$ cat config.mk
export PLATFORM = sky130hd
export DESIGN_NAME = fea_pingpong_sched
export DESIGN_NICKNAME = d
export VERILOG_FILES = /design/src/rtl/fea_pingpong_sched.sv
export SDC_FILE = /design/constraint.sdc
export NUM_CORES = 1
export LEC_CHECK = 0
export BUFFER_PORTS_ARGS = -buffer_cell sky130_fd_sc_hd__buf_2
export CAP_MARGIN = 10
export CORE_AREA = 2 2 322 324
export DETAILED_ROUTE_END_ITERATION = 10
export DIE_AREA = 0 0 324 326
export GPL_TIMING_DRIVEN = 1
export PLACE_DENSITY_LB_ADDON = 0.1
export SETUP_SLACK_MARGIN = 0.2
export SYNTH_ARGS = -nofsm -noshare
export SYNTH_HDL_FRONTEND = slang
export SYNTH_SLANG_ARGS = --single-unit
$ cat constraint.sdc
create_clock -name clk -period 7.5 [get_ports clk]
set_clock_uncertainty 0.15 [all_clocks]
set_input_delay 2.25 -clock clk [delete_from_list [all_inputs] [get_ports clk]]
set_output_delay 2.25 -clock clk [all_outputs]
set_load 0.02 [all_outputs]
$ cat src/rtl/fea_pingpong_sched.sv
`default_nettype none
// ============================================================================
// Module   : fea_pingpong_sched
// Purpose  : Steers loader feature words into two ping-pong banks, throttles
//            the loader with halt, and hands full banks to the PE array.
// Options  : FEA_PINGPONG_STAT_EN adds halt_cnt / grant_cnt statistics.
// Revision : 1.0 - initial release
// ============================================================================
module fea_pingpong_sched #(
    parameter int WORD_W      = 400,
    parameter int BANK_DEPTH  = 75,
    parameter int ADDR_W      = 7,
    parameter int HALT_MARGIN = 2
) (
    input  logic              clk,
    input  logic              rst,
    input  logic              in_v,
    input  logic [WORD_W-1:0] in_fea,
    output logic              halt,
    output logic              wr_en,
    output logic              wr_bank,
    output logic [ADDR_W-1:0] wr_addr,
    output logic [WORD_W-1:0] wr_data,
    input  logic              pe_req,
    output logic              pe_grant,
    output logic              pe_bank,
    input  logic              pe_done,
    output logic [1:0]        bank_full,
`ifdef FEA_PINGPONG_STAT_EN
    output logic [15:0]       halt_cnt,
    output logic [15:0]       grant_cnt,
`endif
    output logic              overflow
);

    localparam int                FREE_W   = ADDR_W + 2;
    localparam logic [ADDR_W-1:0] C_LAST   = ADDR_W'(BANK_DEPTH - 1);
    localparam logic [FREE_W-1:0] C_DEPTH  = FREE_W'(BANK_DEPTH);
    localparam logic [FREE_W-1:0] C_MARGIN = FREE_W'(HALT_MARGIN);

    typedef enum logic [1:0] {
        ST_EMPTY   = 2'd0,
        ST_FILLING = 2'd1,
        ST_FULL    = 2'd2,
        ST_READING = 2'd3
    } bank_st_t;

    bank_st_t          r_bank     [2];
    bank_st_t          w_bank_nxt [2];
    logic [ADDR_W-1:0] r_wptr, w_wptr_nxt;
    logic              r_ws, w_ws_nxt;
    logic              r_rs, w_rs_nxt;
    logic              w_any_rd, w_writable;
    logic              w_do_write, w_do_ovf, w_do_grant, w_do_rel;
    logic [FREE_W-1:0] w_left, w_free;

    function automatic logic is_held(input bank_st_t s);
        return (s == ST_FULL) || (s == ST_READING);
    endfunction

    always_comb begin
        w_bank_nxt = r_bank;
        w_wptr_nxt = r_wptr;
        w_ws_nxt   = r_ws;
        w_rs_nxt   = r_rs;
        w_any_rd   = (r_bank[0] == ST_READING) || (r_bank[1] == ST_READING);
        w_writable = (r_bank[r_ws] == ST_EMPTY) || (r_bank[r_ws] == ST_FILLING);
        w_do_write = in_v && w_writable;
        w_do_ovf   = in_v && !w_writable;
        // Only a bank already FULL before this edge is grantable: no bypass.
        w_do_grant = pe_req && !w_any_rd && (r_bank[r_rs] == ST_FULL);
        w_do_rel   = pe_done && w_any_rd;

        if (w_do_write) begin
            if (r_wptr == C_LAST) begin
                w_bank_nxt[r_ws] = ST_FULL;
                w_wptr_nxt       = '0;
                w_ws_nxt         = ~r_ws;
            end else begin
                w_bank_nxt[r_ws] = ST_FILLING;
                w_wptr_nxt       = r_wptr + 1'b1;
            end
        end
        if (w_do_grant) begin
            w_bank_nxt[r_rs] = ST_READING;
            w_rs_nxt         = ~r_rs;
        end
        // pe_bank always names the single READING bank.
        if (w_do_rel) begin
            w_bank_nxt[pe_bank] = ST_EMPTY;
        end

        w_left = '0;
        if ((w_bank_nxt[w_ws_nxt] == ST_EMPTY) || (w_bank_nxt[w_ws_nxt] == ST_FILLING)) begin
            w_left = C_DEPTH - {2'b00, w_wptr_nxt};
        end
        w_free = w_left + ((w_bank_nxt[~w_ws_nxt] == ST_EMPTY) ? C_DEPTH : '0);
    end

    always_ff @(posedge clk or negedge rst) begin
        if (!rst) begin
            r_bank[0] <= ST_EMPTY;
            r_bank[1] <= ST_EMPTY;
            r_wptr    <= '0;
            r_ws      <= 1'b0;
            r_rs      <= 1'b0;
            halt      <= 1'b1;
            wr_en     <= 1'b0;
            wr_bank   <= 1'b0;
            wr_addr   <= '0;
            wr_data   <= '0;
            pe_grant  <= 1'b0;
            pe_bank   <= 1'b0;
            bank_full <= 2'b00;
            overflow  <= 1'b0;
        end else begin
            r_bank    <= w_bank_nxt;
            r_wptr    <= w_wptr_nxt;
            r_ws      <= w_ws_nxt;
            r_rs      <= w_rs_nxt;
            halt      <= (w_free <= C_MARGIN);
            wr_en     <= w_do_write;
            if (w_do_write) begin
                wr_bank <= r_ws;
                wr_addr <= r_wptr;
                wr_data <= in_fea;
            end
            pe_grant  <= w_do_grant;
            if (w_do_grant) begin
                pe_bank <= r_rs;
            end
            bank_full <= {is_held(w_bank_nxt[1]), is_held(w_bank_nxt[0])};
            if (w_do_ovf) begin
                overflow <= 1'b1;
            end
        end
    end

`ifdef FEA_PINGPONG_STAT_EN
    always_ff @(posedge clk or negedge rst) begin
        if (!rst) begin
            halt_cnt  <= '0;
            grant_cnt <= '0;
        end else begin
            if (halt && (halt_cnt != 16'hFFFF)) begin
                halt_cnt <= halt_cnt + 16'd1;
            end
            if (pe_grant && (grant_cnt != 16'hFFFF)) begin
                grant_cnt <= grant_cnt + 16'd1;
            end
        end
    end
`endif

endmodule
`default_nettype wire
* Word level (Yosys, flattened, before mapping)
Cells that the tools add are included.
** Word-level totals
- Output and inout bits :: 415
- Word-level logic and storage cells :: 99
- Input bits :: 405
- Bits in registers :: 428
** Operators by class
- Reductions and logical operators :: 18
- Muxes and demuxes :: 28
- Magnitude comparators :: 9
- Equal/unequal tests :: 10
- Bitwise logic cells :: 17
- Add/subtract/negate cells :: 3
** Operators with widths (number)
- $mux W2 :: 15
- $mux W7 :: 3
- $mux W4 :: 4
- $eq A2 B2 Y1 const B :: 7
- $ge A2 B2 Y1 const B :: 5
- $not A1 Y2 :: 5
- $add A9 B7 Y9 :: 1
- $le A9 B2 Y1 const B :: 1
- $mux W9 :: 1
- $logic_and A1 B1 Y1 :: 8
- $sub A7 B7 Y8 const A :: 1
- $add A7 B1 Y7 const B :: 1
- $eq A7 B7 Y1 const B :: 1
- $demux W2 S1 :: 3
- $logic_not A2 Y1 :: 3
- $lt A2 B1 Y1 const B :: 3
- $logic_or A1 B1 Y1 :: 5
- $and A2 B2 Y2 :: 2
- $and A4 B4 Y4 :: 1
- $eq A2 B1 Y1 const B :: 2
- $not A2 Y2 :: 2
- $not A4 Y4 :: 1
- $or A2 B2 Y2 :: 2
- $or A4 B4 Y4 :: 1
- other kinds (3) :: 7

* Depth between registers and ports, before layout
- Depth in word-level cells :: 21
- Depth in mapped cells :: 17

* Least setup slack after synthesis
OpenSTA, ideal clock, no wires.
- Path kind :: input -> register
- From :: input in_v
- To :: register halt
- Path slack :: 2205 ps
- Setup time :: 89 ps
- Arrival :: 5055 ps
- Stages on the path :: 15
- Path through :: clkbuf_1 > nand2_1 > inv_1 > clkbuf_1 > o21ai_0 > nand2_1 > o21ai_0 > ha_1 > or3_1 > a21oi_1 > ha_1 > inv_1 > or2_2 > o311a_1 > nor4b_2
** On the way
- Elaborated cells between the ends (all ways) :: 26
** RTL lines
- from (decl) :: line 17 : input logic in_v,
- $logic_and A1 B1 Y1 :: line 68 : w_do_write = in_v && w_writable;
- $mux W7 :: line 74 : if (w_do_write) begin
- via w_wptr_nxt[3] :: line 50 : logic [ADDR_W-1:0] r_wptr, w_wptr_nxt;
- $sub A7 B7 Y8 :: line 95 : w_left = C_DEPTH - {2'b00, w_wptr_nxt};
- $mux W9 :: line 94 : if ((w_bank_nxt[w_ws_nxt] == ST_EMPTY) || (w_bank_nxt[w_ws_nxt] == ST_FILLING)) begin
- $add A9 B7 Y9 :: line 97 : w_free = w_left + ((w_bank_nxt[~w_ws_nxt] == ST_EMPTY) ? C_DEPTH : '0);
- $le A9 B2 Y1 :: line 121 : halt <= (w_free <= C_MARGIN);
- to (signal assigned) :: line 121
- to (decl) :: line 19 : output logic halt,
The timed path passes the listed nets, and every way through them passes these cells. The select of a mux whose other input is x is not followed.
A chain may end at the register's enable or synchronous reset.

* Final worst setup path
Ends and elaborated chain as after synthesis.

==> results.tsv <==
stage	metric	value	unit
sta	min_period	5.367	ns
route	wl_per_cell	16.52	um
status	status	complete, no violations	
cts	cts_resized	0	
place	dp_slack	1.453	ns
sta	slew_headroom	22.34	%
setup_path	worstPathArrival	5.74	ns
finish	area_growth_syn_to_layout	44.80	%
yosys	ys_seq_elements	427	
setup_path	start_kind	input pin	
route	ant_nets	0	
setup_path	crit_buf_inv	3	
sta	holdWs	0.2994	ns
sta	setup_ws	2.133	ns
floorplan	die-area	105600	sq um
route	dr.pass1.iters	4	
finish	nets	3084	
route	via_per_inst	3.686	
route	drc	0	
sta	tns	0	ns
global_routing	grt-ovfl-total	0	
setup_path	slowest_stage	inv_8	
sta	hold_violations	0	
sta	setup_viol	0	
cts	cts_tree	done	
yosys	synth-async-reset-ratio	100.0	%
sta	tightestPinTransition	1.165	ns
sta	fmax	186.3	MHz
global_routing	grt_pass1_wl	99510	um
floorplan	io_pins	820	
sta	slew_violations	0	
global_routing	antenna_found_initial	25	
global_routing	grt_pass1_vias	15650	
yosys	synth_area_leader_cell	dfrtp_1	
floorplan	core_area	102600	sq um
cts	post_cts_buffers	0	
run	maxCapViolCount	0	
floorplan	fp.dieH	326	um
cts	cts_hold_buf	0	
yosys	syn_avg_cell_area	8.808	sq um
power	max-vdd-ir-drop	0.2298	mV
setup_path	critPathTopFamily	simple AND/OR/NAND/NOR gates	
setup_path	slowest_delay	0.50	ns
global_routing	track_usage	12.35	%
setup_path	crit_path_cell_trace	buf_2 -> nand2_4 -> inv_8 -> o21ai_0 -> nand2_1 -> o21ai_0 -> ha_1 -> or3_1 -> a21oi_1 -> ha_1 -> inv_1 -> or2_2 -> o311a_1 -> nor4b_2	
cts	htree_levels	2	
cts	clk_latency	0.62	ns
yosys	netlist_area	16560	sq um
setup_path	path_max_fanout	70	
floorplan	die_w	324	um
cts	numCtsBuffers	56	
yosys	synth_area_leaders	dfrtp_1 64%, nand2_1 28%, clkbuf_1 2.0%	
yosys	syn_inst	1880	
global_routing	grt_max_degree	175	
power	p_leak	13.50	nW
finish	fin_util	23.37	%
finish	drive_gt1_share	34.44	%
finish	fin_cells	4100	
yosys	synth_edf_count	0	
place	globalplace.congestion	0.7863	
setup_path	path_class	in2reg	
floorplan	rows	118	
sta	finalCritPeriodShare	71.56	%
cts	cts_sinks	427	
setup_path	critPathRequiredTime	7.87	ns
route	dr_total_vias	15110	
min_path	hold_path_class	reg2reg	
place	placed_cells	3993	
route	wl	67740	um
cts	cts_root_buf	clkbuf_16	
yosys	yosysTopAreaCellShare	64.37	%
sta	rsz0062_at_grt	false	
power	p_per_area	386.8	nW/um^2
route	drtIter0Drc	688	
floorplan	start_util	16.14	%
place	port-buffer-count	819	
yosys	yosysWarnings	0	
yosys	synth_flop_cell	dfrtp_1	
yosys	ys_seq_area_share	64.53	%
yosys	synthDistinctLibCells	55	
yosys	synth_fp_nets	2293	
setup_path	critPathCaptureType	flip-flop	
cts	clk_pin_slew	0.06	ns
place	dpl.hpwl	48910	um
cts	cts.path.max_buffers	3	
report_power, final:
part / internal, mW / switching, mW
combinational: 1.03 / 2.25
sequential: 2.97 / 0.386
clock: 1.56 / 1.08
per-stage QoR:
step	cell area, sq um	power (mW)
after floorplan	16560	5.343
after global placement	22160	6.738
after detailed placement	22160	6.751
after CTS	23960	9.510
after global routing	23970	9.939
final	23980	9.276
area by class of cell:
cell class / count / area, sq um
fill: 11440 / 78630
sequential: 427 / 10690
multi-input combinational: 1341 / 5445
timing repair buffer: 830 / 4242
tap: 1380 / 1727
clock buffer: 88 / 1723
clock inverter: 11 / 71.32
inverter: 15 / 63.81
antenna: 8 / 20.02
state kept, by name, summed over array words and instances (netlist names):
name,flops
halt,1
wr_bank,1
r_wptr,7
overflow,1
bank_full,2
wr_data,400
wr_addr,7
r_bank,3
pe_bank,1
pe_grant,1
r_rs,1
wr_en,1
r_ws,1
worst reg2reg max path: stages, from the launching register on:
cell,delay (ns)
dfrtp_1,0.56
mux2i_2,0.42
nand2_4,0.44
inv_8,0.51
o21ai_0,0.18
nand2_1,0.09
o21ai_0,0.15
ha_1,0.27
or3_1,0.37
a21oi_1,0.17
ha_1,0.20
inv_1,0.05
or2_2,0.29
o311a_1,0.31
nor4b_2,0.27
per-layer routing:
| metal | up-vias | global-route usage [%] | wire [um] |
|---|---|---|---|
| li1 | 7302 | - | - |
| met4 | 34 | 3.452 | 1658 |
| met5 | - | 0 | 231 |
| met1 | 7154 | 12.74 | 24310 |
| met3 | 112 | 5.166 | 6108 |
| met2 | 511 | 22.62 | 35430 |
cells by family after synthesis:
group                      Yosys count  share of synthesized area [%]
AOI/OAI and AO/OA                   39                          1.677
xor gates and xnor gates             6                         0.4004
DFF                                427                          64.53
adders and majority gates            8                         0.6498
and+or+nand+nor                   1284                          29.81
buffers and inverters              112                          2.629
muxes                                4                         0.2946
layout by cell type (no fill, tap or decap), drive strengths merged, types with 2 or more instances in the layout:
master / instances
clkinvlp: 2
diode: 8
a211o: 2
nor2: 14
and3: 3
o211ai: 2
and2: 2
nor2b: 4
buf: 830
a22oi: 2
a21oi: 8
or2: 3
nand2: 1237
dfrtp: 426
nand2b: 3
xnor2: 4
clkinv: 7
ha: 7
clkbuf: 88
inv: 17
nand3: 6
o21ai: 11
nor3: 5
mux2i: 3
synth_stat cells (2+ instances only):
cell      instances
and3_1            3
o211ai_1          2
o21ai_0          11
mux2i_1           2
nor3_1            4
xnor2_1           4
nand2b_1          3
ha_1              7
or2_2             3
a211o_1           2
buf_2             3
nor2_1           13
dfrtp_1         426
and2_1            2
nand3_1           5
buf_1             4
nand2_1        1237
a21oi_1           7
clkbuf_1         87
nor2b_1           4
buf_4             3
inv_1            15
worst paths after layout:
check,slack [ns],cells past startpoint,end,start
min in group asynchronous,1.51,1,wr_data[11]$_DFFE_PN0N_,rst
max in group asynchronous,4.29,2,wr_data[2]$_DFFE_PN0N_,rst
worst min register to register,0.30,1,overflow$_DFFE_PN0P_,overflow$_DFFE_PN0P_
worst max-delay path,2.13,14,halt$_DFF_PN1_,in_v
worst min-delay path,0.30,1,overflow$_DFFE_PN0P_,overflow$_DFFE_PN0P_
worst max register to register,2.99,14,halt$_DFF_PN1_,r_ws$_DFF_PN0_
Note: power is estimated with default switching activity, not from simulation.
